## src/rtl/alu_pkg.sv

```systemverilog
// alu_pkg: shared op codes, FSM states and op classification helpers for the multi-cycle ALU
package alu_pkg;
   localparam int ALU_WIDTH_DEFAULT = 32;
   typedef enum logic [3:0] {
      OP_AND  = 4'b0000,
      OP_OR   = 4'b0001,
      OP_ADD  = 4'b0010,
      OP_XOR  = 4'b0011,
      OP_SLL  = 4'b0100,
      OP_SRL  = 4'b0101,
      OP_SUB  = 4'b0110,
      OP_SRA  = 4'b0111,
      OP_SLT  = 4'b1000,
      OP_SLTU = 4'b1001
   } alu_op_t;
   typedef enum logic [1:0] {IDLE, SHIFT, DONE} state_t;
   function automatic logic is_shift_op(input logic [3:0] op);
      return op inside {OP_SLL, OP_SRL, OP_SRA};
   endfunction
   function automatic logic is_legal_op(input logic [3:0] op);
      return op inside {OP_AND, OP_OR, OP_ADD, OP_XOR, OP_SLL, OP_SRL, OP_SUB, OP_SRA, OP_SLT, OP_SLTU};
   endfunction
endpackage

```

## src/rtl/alu_comb.sv

```systemverilog
// alu_comb: combinational logic/arith/compare unit with a single-step shifter
module alu_comb import alu_pkg::*; #(
   parameter int WIDTH = ALU_WIDTH_DEFAULT,
   parameter int SHAMT_W = $clog2(WIDTH)
) (
   input  logic [3:0]         op,
   input  logic [WIDTH-1:0]   a,
   input  logic [WIDTH-1:0]   b,
   input  logic [SHAMT_W-1:0] amt,
   output logic [WIDTH-1:0]   y
);
   // SRA keeps the operand MSB, so iterating on a partial result preserves the original sign
   always_comb begin
      y = '0;
      case (op)
         OP_AND:  y = a & b;
         OP_OR:   y = a | b;
         OP_XOR:  y = a ^ b;
         OP_ADD:  y = a + b;
         OP_SUB:  y = a - b;
         OP_SLT:  y = {{(WIDTH-1){1'b0}}, $signed(a) < $signed(b)};
         OP_SLTU: y = {{(WIDTH-1){1'b0}}, a < b};
         OP_SLL:  y = a << amt;
         OP_SRL:  y = a >> amt;
         OP_SRA:  y = $signed(a) >>> amt;
         default: y = '0;
      endcase
   end
endmodule

```

## src/rtl/alu_multicycle.sv

```systemverilog
// alu_multicycle: registered ALU with valid/ready handshakes and an iterative shifter
module alu_multicycle import alu_pkg::*; #(
   parameter int WIDTH = ALU_WIDTH_DEFAULT,
   parameter int SHIFT_STEP = 1
) (
   input  logic             clk,
   input  logic             rst,
   input  logic             in_valid,
   output logic             in_ready,
   input  logic [3:0]       alu_op,
   input  logic [WIDTH-1:0] in_a,
   input  logic [WIDTH-1:0] in_b,
   output logic             out_valid,
   input  logic             out_ready,
   output logic [WIDTH-1:0] result,
   output logic             zero,
   output logic             illegal_op
);
   localparam int SHAMT_W = $clog2(WIDTH);
   localparam logic [SHAMT_W-1:0] STEP = SHAMT_W'(SHIFT_STEP);
   state_t state;
   logic [WIDTH-1:0] work, y, c_a;
   logic [SHAMT_W-1:0] rem, step, shamt, c_amt;
   logic [3:0] op_r, c_op;
   logic in_shift, accept;
   assign in_shift = state == SHIFT;
   assign in_ready = !rst && (state == IDLE || (state == DONE && out_ready));
   assign out_valid = state == DONE;
   assign zero = result == '0;
   assign accept = in_valid && in_ready;
   assign shamt = in_b[SHAMT_W-1:0];
   assign step = rem < STEP ? rem : STEP;
   // the single comb unit serves new operands at accept and the working register while shifting
   always_comb begin
      c_op = in_shift ? op_r : alu_op;
      c_a = in_shift ? work : in_a;
      c_amt = in_shift ? step : '0;
   end
   alu_comb #(.WIDTH(WIDTH), .SHAMT_W(SHAMT_W)) u_comb (
      .op(c_op), .a(c_a), .b(in_b), .amt(c_amt), .y(y)
   );
   // handshake FSM: single-cycle ops go straight to DONE, nonzero shifts iterate in SHIFT
   always_ff @(posedge clk) begin
      if (rst) begin
         state <= IDLE;
         result <= '0;
         illegal_op <= 1'b0;
         work <= '0;
         rem <= '0;
         op_r <= '0;
      end else begin
         case (state)
            SHIFT: begin
               work <= y;
               rem <= rem - step;
               if (rem == step) begin
                  result <= y;
                  illegal_op <= 1'b0;
                  state <= DONE;
               end
            end
            default: begin
               if (accept && is_shift_op(alu_op) && shamt != '0) begin
                  work <= in_a;
                  rem <= shamt;
                  op_r <= alu_op;
                  state <= SHIFT;
               end else if (accept) begin
                  result <= y;
                  illegal_op <= !is_legal_op(alu_op);
                  state <= DONE;
               end else if (state == DONE && out_ready) begin
                  state <= IDLE;
               end
            end
         endcase
      end
   end
endmodule

```

## config.mk

```make
export PLATFORM = sky130hd
export DESIGN_NAME = alu_multicycle
export DESIGN_NICKNAME = d
export VERILOG_FILES = /design/src/rtl/alu_pkg.sv /design/src/rtl/alu_comb.sv /design/src/rtl/alu_multicycle.sv
export SDC_FILE = /design/constraint.sdc
export NUM_CORES = 1
export LEC_CHECK = 0
export CORE_MARGIN = 1.5
export CORE_UTILIZATION = 50
export CTS_BUF_LIST = sky130_fd_sc_hd__clkbuf_8
export DETAILED_ROUTE_END_ITERATION = 7
export GPL_ROUTABILITY_DRIVEN = 0
export PLACE_DENSITY = 0.71
export RECOVER_POWER = 25
export SYNTH_ARGS = -nofsm -noshare
export SYNTH_HDL_FRONTEND = slang
export SYNTH_SLANG_ARGS = --single-unit
```

## constraint.sdc

```tcl
create_clock -name clk -period 5.4 [get_ports clk]
set_clock_uncertainty 0.15 [all_clocks]
set_input_delay 0.81 -clock clk [delete_from_list [all_inputs] [get_ports clk]]
set_output_delay 0.81 -clock clk [all_outputs]
set_load 0.03 [all_outputs]
```

==> run_results.csv, run 1 <==
group,metric,value,unit
worst_setup_path,cp-start-kind,"flip-flop",
yosys,syn_inst,1282,
yosys,synth_top_area_share,16.51,%
sta,tightestPinTransition,1.161,ns
sta,fin_crit_sh,90.84,%
yosys,synth_top_area_cell,"dfxtp_1",
cts,cts_tree,"done",
worst_setup_path,path_common_cell,"o21ai_1",
cts,cts_made_buffers,9,
yosys,synth-edff-count,0,
worst_setup_path,reg2reg_from,"state[1]",
drt,drc_errors,0,
power_and_ir_drop,p_leak,4.653,nW
floorplanning,initial_core_util,51.12,%
worst_setup_path,crit_buf_inv,2,
layout,final_cells,1605,
drt,vias,11010,
layout,nets,1545,
cts,htreeDepth,3,
yosys,synthFlopType,"dfxtp_1",
drt,antenna_left,0,
grt,grt-ovfl-total,0,
floorplanning,fp.dieH,138.8,um
cts,cts_resized,0,
worst_setup_path,end_kind,"flip-flop",
worst_setup_path,rrSetupSlack,0.49,ns
min_path,whs_path_depth,2,
yosys,synthTopCellsByArea,"dfxtp_1 (17%), ha_1 (14%), a21oi_1 (6.7%)",
worst_setup_path,worstPathCellList,"nand2b_2 > buf_4 > mux2i_1 > inv_1 > ha_1 > nor2b_1 > a211oi_1 > o21ai_1 > a21oi_1 > a31oi_1 > or2_2 > o21ai_0 > a221oi_1 > o21ai_1 > o22ai_1",
min_path,hp-start,"illegal_op",
floorplanning,core_area,18020,sq um
grt,grt_first_pass_wirelength,55.93,mm
grt,grt_max_degree,68,
worst_setup_path,crit_slowest_cell,"a21oi_1",
cts,post-cts-setup-buffers,0,
yosys,synth_most_common_cell,"a21oi_1",
cts,clk_pin_slew,0.10,ns
sta,fin_setup_tns,0,ns
power_and_ir_drop,ir_drop,0.1303,mV
cts,clock-root-buffer,"clkbuf_8",
cts,cts_hold_buffers,0,
yosys,avgSynthCellArea,7.187,sq um
floorplanning,rows,49,
sta,slew_headroom,22.62,%
job,drv_cap,0,
sta,clock.fmax,203.8,MHz
yosys,synth_common_cells,"a21oi_1 (123), nor2_1 (116), inv_1 (107), ha_1 (100), nand2_1 (94)",
worst_setup_path,critPathKind,"reg2reg",
cts,cts.sinks,76,
layout,final_area,10880,sq um
floorplanning,fp.dieW,138.8,um
worst_setup_path,slowest_delay,0.49,ns
placement,dp_cells,1589,
grt,antenna_found_initial,1,
placement,dp_hpwl,26.30,mm
sta,hold_violations,0,
worst_setup_path,arrival,4.99,ns
worst_setup_path,critical_path_required,5.49,ns
min_path,worst_hold_path_type,"reg2reg",
floorplanning,die_area,19250,sq um
yosys,synthArstFlopShare,0,%
drt,drtIter0Drc,1323,
yosys,syn-num-nets,1456,
drt,wl_per_cell,22.46,um
cts,clk_latency,0.39,ns
yosys,syn_area,9214,sq um
sta,setup_violations,0,
status,status,"complete, no violations",
power_and_ir_drop,powerDensity,193.2,nW/um^2
yosys,ys_types,87,
cts,clock_tree.buffer_depth,2,
worst_setup_path,r2r.worst_path.cells,15,
yosys,synth_seq_cells,76,
worst_setup_path,crit_fanout,22,
drt,viasPerCell,6.862,
sta,fin_crit,4.906,ns
grt,grt_usage,36.34,%
placement,placed_cell_area,10670,sq um
layout,n_antenna_cell,0,
yosys,ys_seq_area_share,16.51,%
layout,drive_above_1_share,7.485,%
min_path,worstHoldEndpoint,"illegal_op",
sta,rsz0062_at_grt,"false",
floorplanning,ios,108,
drt,first_pass_iters,6,
sta,drv_slew,0,
worst_setup_path,timing.rr.end,"work[31]",
layout,syn_to_final_growth,18.03,%
drt,wl,36.05,mm
grt,grt_pass1_vias,10110,
worst_setup_path,cp_top_family,"compound AO/OA/AOI/OAI gates",
placement,io_buffers,107,
yosys,ys_warn_count,0,
how the worst max path moves through the flow:
| stage | slack, ns | from | to | depth (start not counted) |
|---|---|---|---|---|
| 6_report | 0.49 | state[1] | work[31] | 15 |
| 5_1_grt | 0.20 | state[1] | result[30] | 16 |
| 2_1_floorplan | 0.75 | state[1] | work[26] | 17 |
| 3_5_place_dp | 0.44 | in_a[0] | result[30] | 15 |
| 4_1_cts | 0.59 | state[1] | result[30] | 15 |
| 3_3_place_gp | 0.56 | in_a[0] | result[30] | 15 |
metrics by stage:
stage               setup WS [ns]  hold WS, ns  utilization [%]  power, mW
global placement           0.5611       0.3234            59.20      1.563
detailed placement         0.4447       0.3247            59.20      1.570
CTS                        0.5870       0.3394            60.36      2.072
global route               0.1954       0.3620            60.34      2.194
finish                     0.4944       0.3328            60.34      2.101
floorplan                  0.7531       0.3103                -      1.240
tightest hold or removal path, stage by stage (launching register included):
cell and delay (ns):
dfxtp_1 0.32, o21ai_0 0.07, a21oi_1 0.06
flip-flops by register name (all words and copies together) (netlist names):
signal,flops
illegal_op,1
rem,5
op_r,4
result,32
work,32
state,2
report_power, final:
part           switching, mW  internal, mW  leakage [nW]
registers             0.0276         0.590         0.619
clock network          0.282         0.230        0.0955
logic                  0.604         0.367          3.94
area by class of cell:
class	count	area, sq um
Inverter	112	420.4
Multi-Input combinational cell	1014	6982
Clock buffer	10	137.6
Sequential cell	76	1521
Fill cell	1681	7149
Clock inverter	6	70.07
Timing Repair Buffer	158	1458
Tap cell	229	286.5
metal layers:
metal | GRT usage, % | wire length [um] | vias to the layer above
met5 | 0 | 0 | -
met2 | 58.00 | 15920 | 750
li1 | - | - | 4969
met1 | 48.62 | 14700 | 5151
met4 | 18.42 | 1821 | 0
met3 | 4.075 | 3610 | 143
logic make-up after synthesis:
| logic type | after synthesis | synth area share [%] |
|---|---|---|
| XOR/XNOR | 11 | 1.046 |
| AO/OA/AOI/OAI | 514 | 37.95 |
| AND/OR/NAND/NOR | 343 | 17.60 |
| multiplexers | 44 | 4.848 |
| buffers and inverters | 192 | 8.026 |
| flip-flops | 76 | 16.51 |
| adder cells (fa/ha/maj) | 102 | 14.01 |
cells in the final DEF, fill, tap and decap left out, types with 7 or more instances in the layout:
cell / netlist / layout
buf_4: 1 / 49
nor2_1: 116 / 114
a221oi_1: 19 / 19
xnor2_1: 9 / 9
nand3_1: 17 / 17
o21ai_1: 11 / 11
o31ai_1: 8 / 7
o211ai_1: 11 / 11
dfxtp_1: 76 / 76
nor4_1: 17 / 17
nand2_1: 94 / 94
nand4_1: 11 / 11
a221o_1: 15 / 15
clkbuf_8: 0 / 10
nor3_1: 21 / 20
nor2b_1: 11 / 10
mux2i_1: 39 / 39
clkdlybuf4s50_1: 0 / 79
o21a_1: 10 / 10
nand2b_1: 12 / 11
a211oi_1: 39 / 39
a21oi_1: 123 / 122
a21o_1: 14 / 14
o21bai_1: 11 / 11
inv_1: 107 / 107
and3_1: 7 / 7
o22ai_1: 54 / 54
ha_1: 100 / 100
o221ai_1: 14 / 14
o21ai_0: 71 / 71
a22oi_1: 29 / 29
a31oi_1: 8 / 8
and2_1: 8 / 8
dlygate4sd3_1: 0 / 27
Note: power is estimated with default switching activity, not from simulation.
==> run 2, diff against run 1 <==
==> constraint.sdc (replaced) <==
create_clock -name clk -period 5.4 [get_ports clk]
set_clock_uncertainty 0.15 [all_clocks]
set_input_delay 0.81 -clock clk [delete_from_list [all_inputs] [get_ports clk]]
set_output_delay 0.81 -clock clk [all_outputs]
set_load 0.01 [all_outputs]
==> run 2 against run 1 <==
  * Sequential share of layout area hardly changed
  * Combinational power is 3.6% lower
  * Fmax increased by 0.18%
  * Worst setup slack improved by 0.0086 ns
  * Sequential cell count is the same
  * Wire length barely moved
  * Core utilization about the same
  * Highest routed layer unchanged
==> run_results.csv, run 2 (synthesis gave the netlist of run 1 again) <==
group,metric,value,unit
status,status,"complete, no violations",
grt,grt_usage,36.34,%
min_path,worst_hold_path_type,"reg2reg",
worst_setup_path,critical_path_required,5.49,ns
job,drv_cap,0,
floorplanning,die_area,19250,sq um
layout,final_cell_mix,"a21oi_1 (122), nor2_1 (114), inv_1 (107)",
sta,rsz0062_at_grt,"false",
layout,syn_to_final_growth,18.07,%
cts,clk_latency,0.39,ns
sta,setup_ws,0.5030,ns
cts,clock_tree.buffer_depth,2,
drt,wl,36.05,mm
worst_setup_path,crit_fanout,22,
floorplanning,initial_core_util,51.12,%
floorplanning,core_area,18020,sq um
worst_setup_path,r2r.worst_path.cells,15,
grt,grt_max_degree,68,
layout,fill_cells,1681,
layout,final_common_cell,"a21oi_1",
cts,htreeDepth,3,
layout,drive_above_1_share,7.558,%
min_path,whs_path_depth,2,
grt,antenna_found_initial,1,
power_and_ir_drop,finalPower,2.069,mW
power_and_ir_drop,p_leak,4.661,nW
sta,clock.fmax,204.2,MHz
worst_setup_path,timing.rr.end,"work[31]",
min_path,hp-start,"illegal_op",
sta,fin_crit_sh,90.68,%
grt,grt-ovfl-total,0,
cts,cts_hold_buffers,0,
worst_setup_path,arrival,4.99,ns
cts,clock-root-buffer,"clkbuf_8",
worst_setup_path,end_kind,"flip-flop",
floorplanning,ios,108,
layout,n_antenna_cell,0,
cts,cts.sinks,76,
cts,cts_tree,"done",
power_and_ir_drop,ir_drop,0.1307,mV
layout,regArea,1521,sq um
cts,post-cts-setup-buffers,0,
power_and_ir_drop,powerDensity,190.2,nW/um^2
min_path,worstHoldEndpoint,"illegal_op",
drt,wl_per_cell,22.46,um
grt,grt_first_pass_wirelength,55.93,mm
layout,largestRegisters,"result x32, work x32, rem x5",
cts,clk_pin_slew,0.10,ns
worst_setup_path,reg2reg_from,"state[1]",
sta,fin_crit,4.897,ns
cts,cts_resized,0,
sta,hold_violations,0,
sta,fin_setup_tns,0,ns
grt,grt_pass1_vias,10110,
sta,slew_headroom,24.37,%
sta,setup_violations,0,
worst_setup_path,critPathKind,"reg2reg",
placement,dp_slack,0.4447,ns
layout,fin_util,60.36,%
sta,drv_slew,0,
drt,drtIter0Drc,1358,
drt,first_pass_iters,7,
sta,holdWs,0.3329,ns
worst_setup_path,rrSetupSlack,0.50,ns
floorplanning,fp.dieW,138.8,um
sta,tightestPinTransition,1.134,ns
layout,nets,1545,
worst_setup_path,cp-start-kind,"flip-flop",
placement,io_buffers,107,
layout,multi_input_area,6982,sq um
drt,vias,10960,
drt,drc_errors,0,
placement,dp_hpwl,26.30,mm
cts,cts_made_buffers,9,
floorplanning,rows,49,
floorplanning,fp.dieH,138.8,um
drt,antenna_left,0,
drt,viasPerCell,6.829,
-- run 2: changes by cell type in the layout (fill, tap and decap cells not counted), sizes merged --
cell / delta
dlygate4sd3: +1
buf: +1
clkbuf: -1
clkdlybuf4s50: -1
-- run 2: how the worst max path moves through the flow --
stage / start / to / slack, ns / cells after the start
after global routing: state[1] / result[30] / 0.20 / 16
final: state[1] / work[31] / 0.50 / 15
after CTS: state[1] / result[30] / 0.59 / 15
after global placement: in_a[0] / result[30] / 0.56 / 15
after detailed placement: in_a[0] / result[30] / 0.44 / 15
after floorplan: state[1] / work[26] / 0.75 / 17
-- run 2: power by group --
part,internal (mW),total [mW],switching (mW)
clock,0.230,0.514,0.284
combinational,0.367,0.937,0.570
sequential,0.590,0.617,0.0274
-- run 2: layer usage --
layer  part of all wire [%]  vias to the layer above  track usage, %
li1                       -                     4975               -
met5                      0                        -               0
met3                    9.7                      137           4.075
met4                    5.0                        0           18.42
met1                     41                     5164           48.62
met2                     44                      685           58.00
-- run 2: cell type report --
class | instances | area share (%)
inverters | 112 | 3.864
repair buffers | 158 | 13.43
clock buffers | 10 | 1.265
flip-flops and latches | 76 | 13.99
well taps | 229 | 2.634
multi-input cells | 1014 | 64.17
clock inverters | 6 | 0.6440
-- run 2: stage by stage --
stage | area, sq um | cells
final | 10880 | 1605
after global routing | 10880 | 1605
after CTS | 10880 | 1605
after detailed placement | 10670 | 1589
after global placement | 10670 | 1589
after floorplan | 9214 | 1282
-- run 2: worst max-delay path: stages, from the launching register on --
cell	delay [ns]
dfxtp_1	0.47
nand2b_2	0.24
buf_4	0.35
mux2i_1	0.44
inv_1	0.12
ha_1	0.43
nor2b_1	0.11
a211oi_1	0.24
o21ai_1	0.20
a21oi_1	0.50
a31oi_1	0.26
or2_2	0.36
o21ai_0	0.35
a221oi_1	0.15
o21ai_1	0.27
o22ai_1	0.11
==> run 3, diff against run 2 <==
--- a/config.mk
+++ b/config.mk
@@ -8,6 +8,7 @@
 export CORE_MARGIN = 1.5
 export CORE_UTILIZATION = 50
 export CTS_BUF_LIST = sky130_fd_sc_hd__clkbuf_8
+export CTS_CLUSTER_SIZE = 28
 export DETAILED_ROUTE_END_ITERATION = 7
 export GPL_ROUTABILITY_DRIVEN = 0
 export PLACE_DENSITY = 0.71
==> results of run 3 <==
No change in the layout: final DEF, timing and power equal those of run 2.
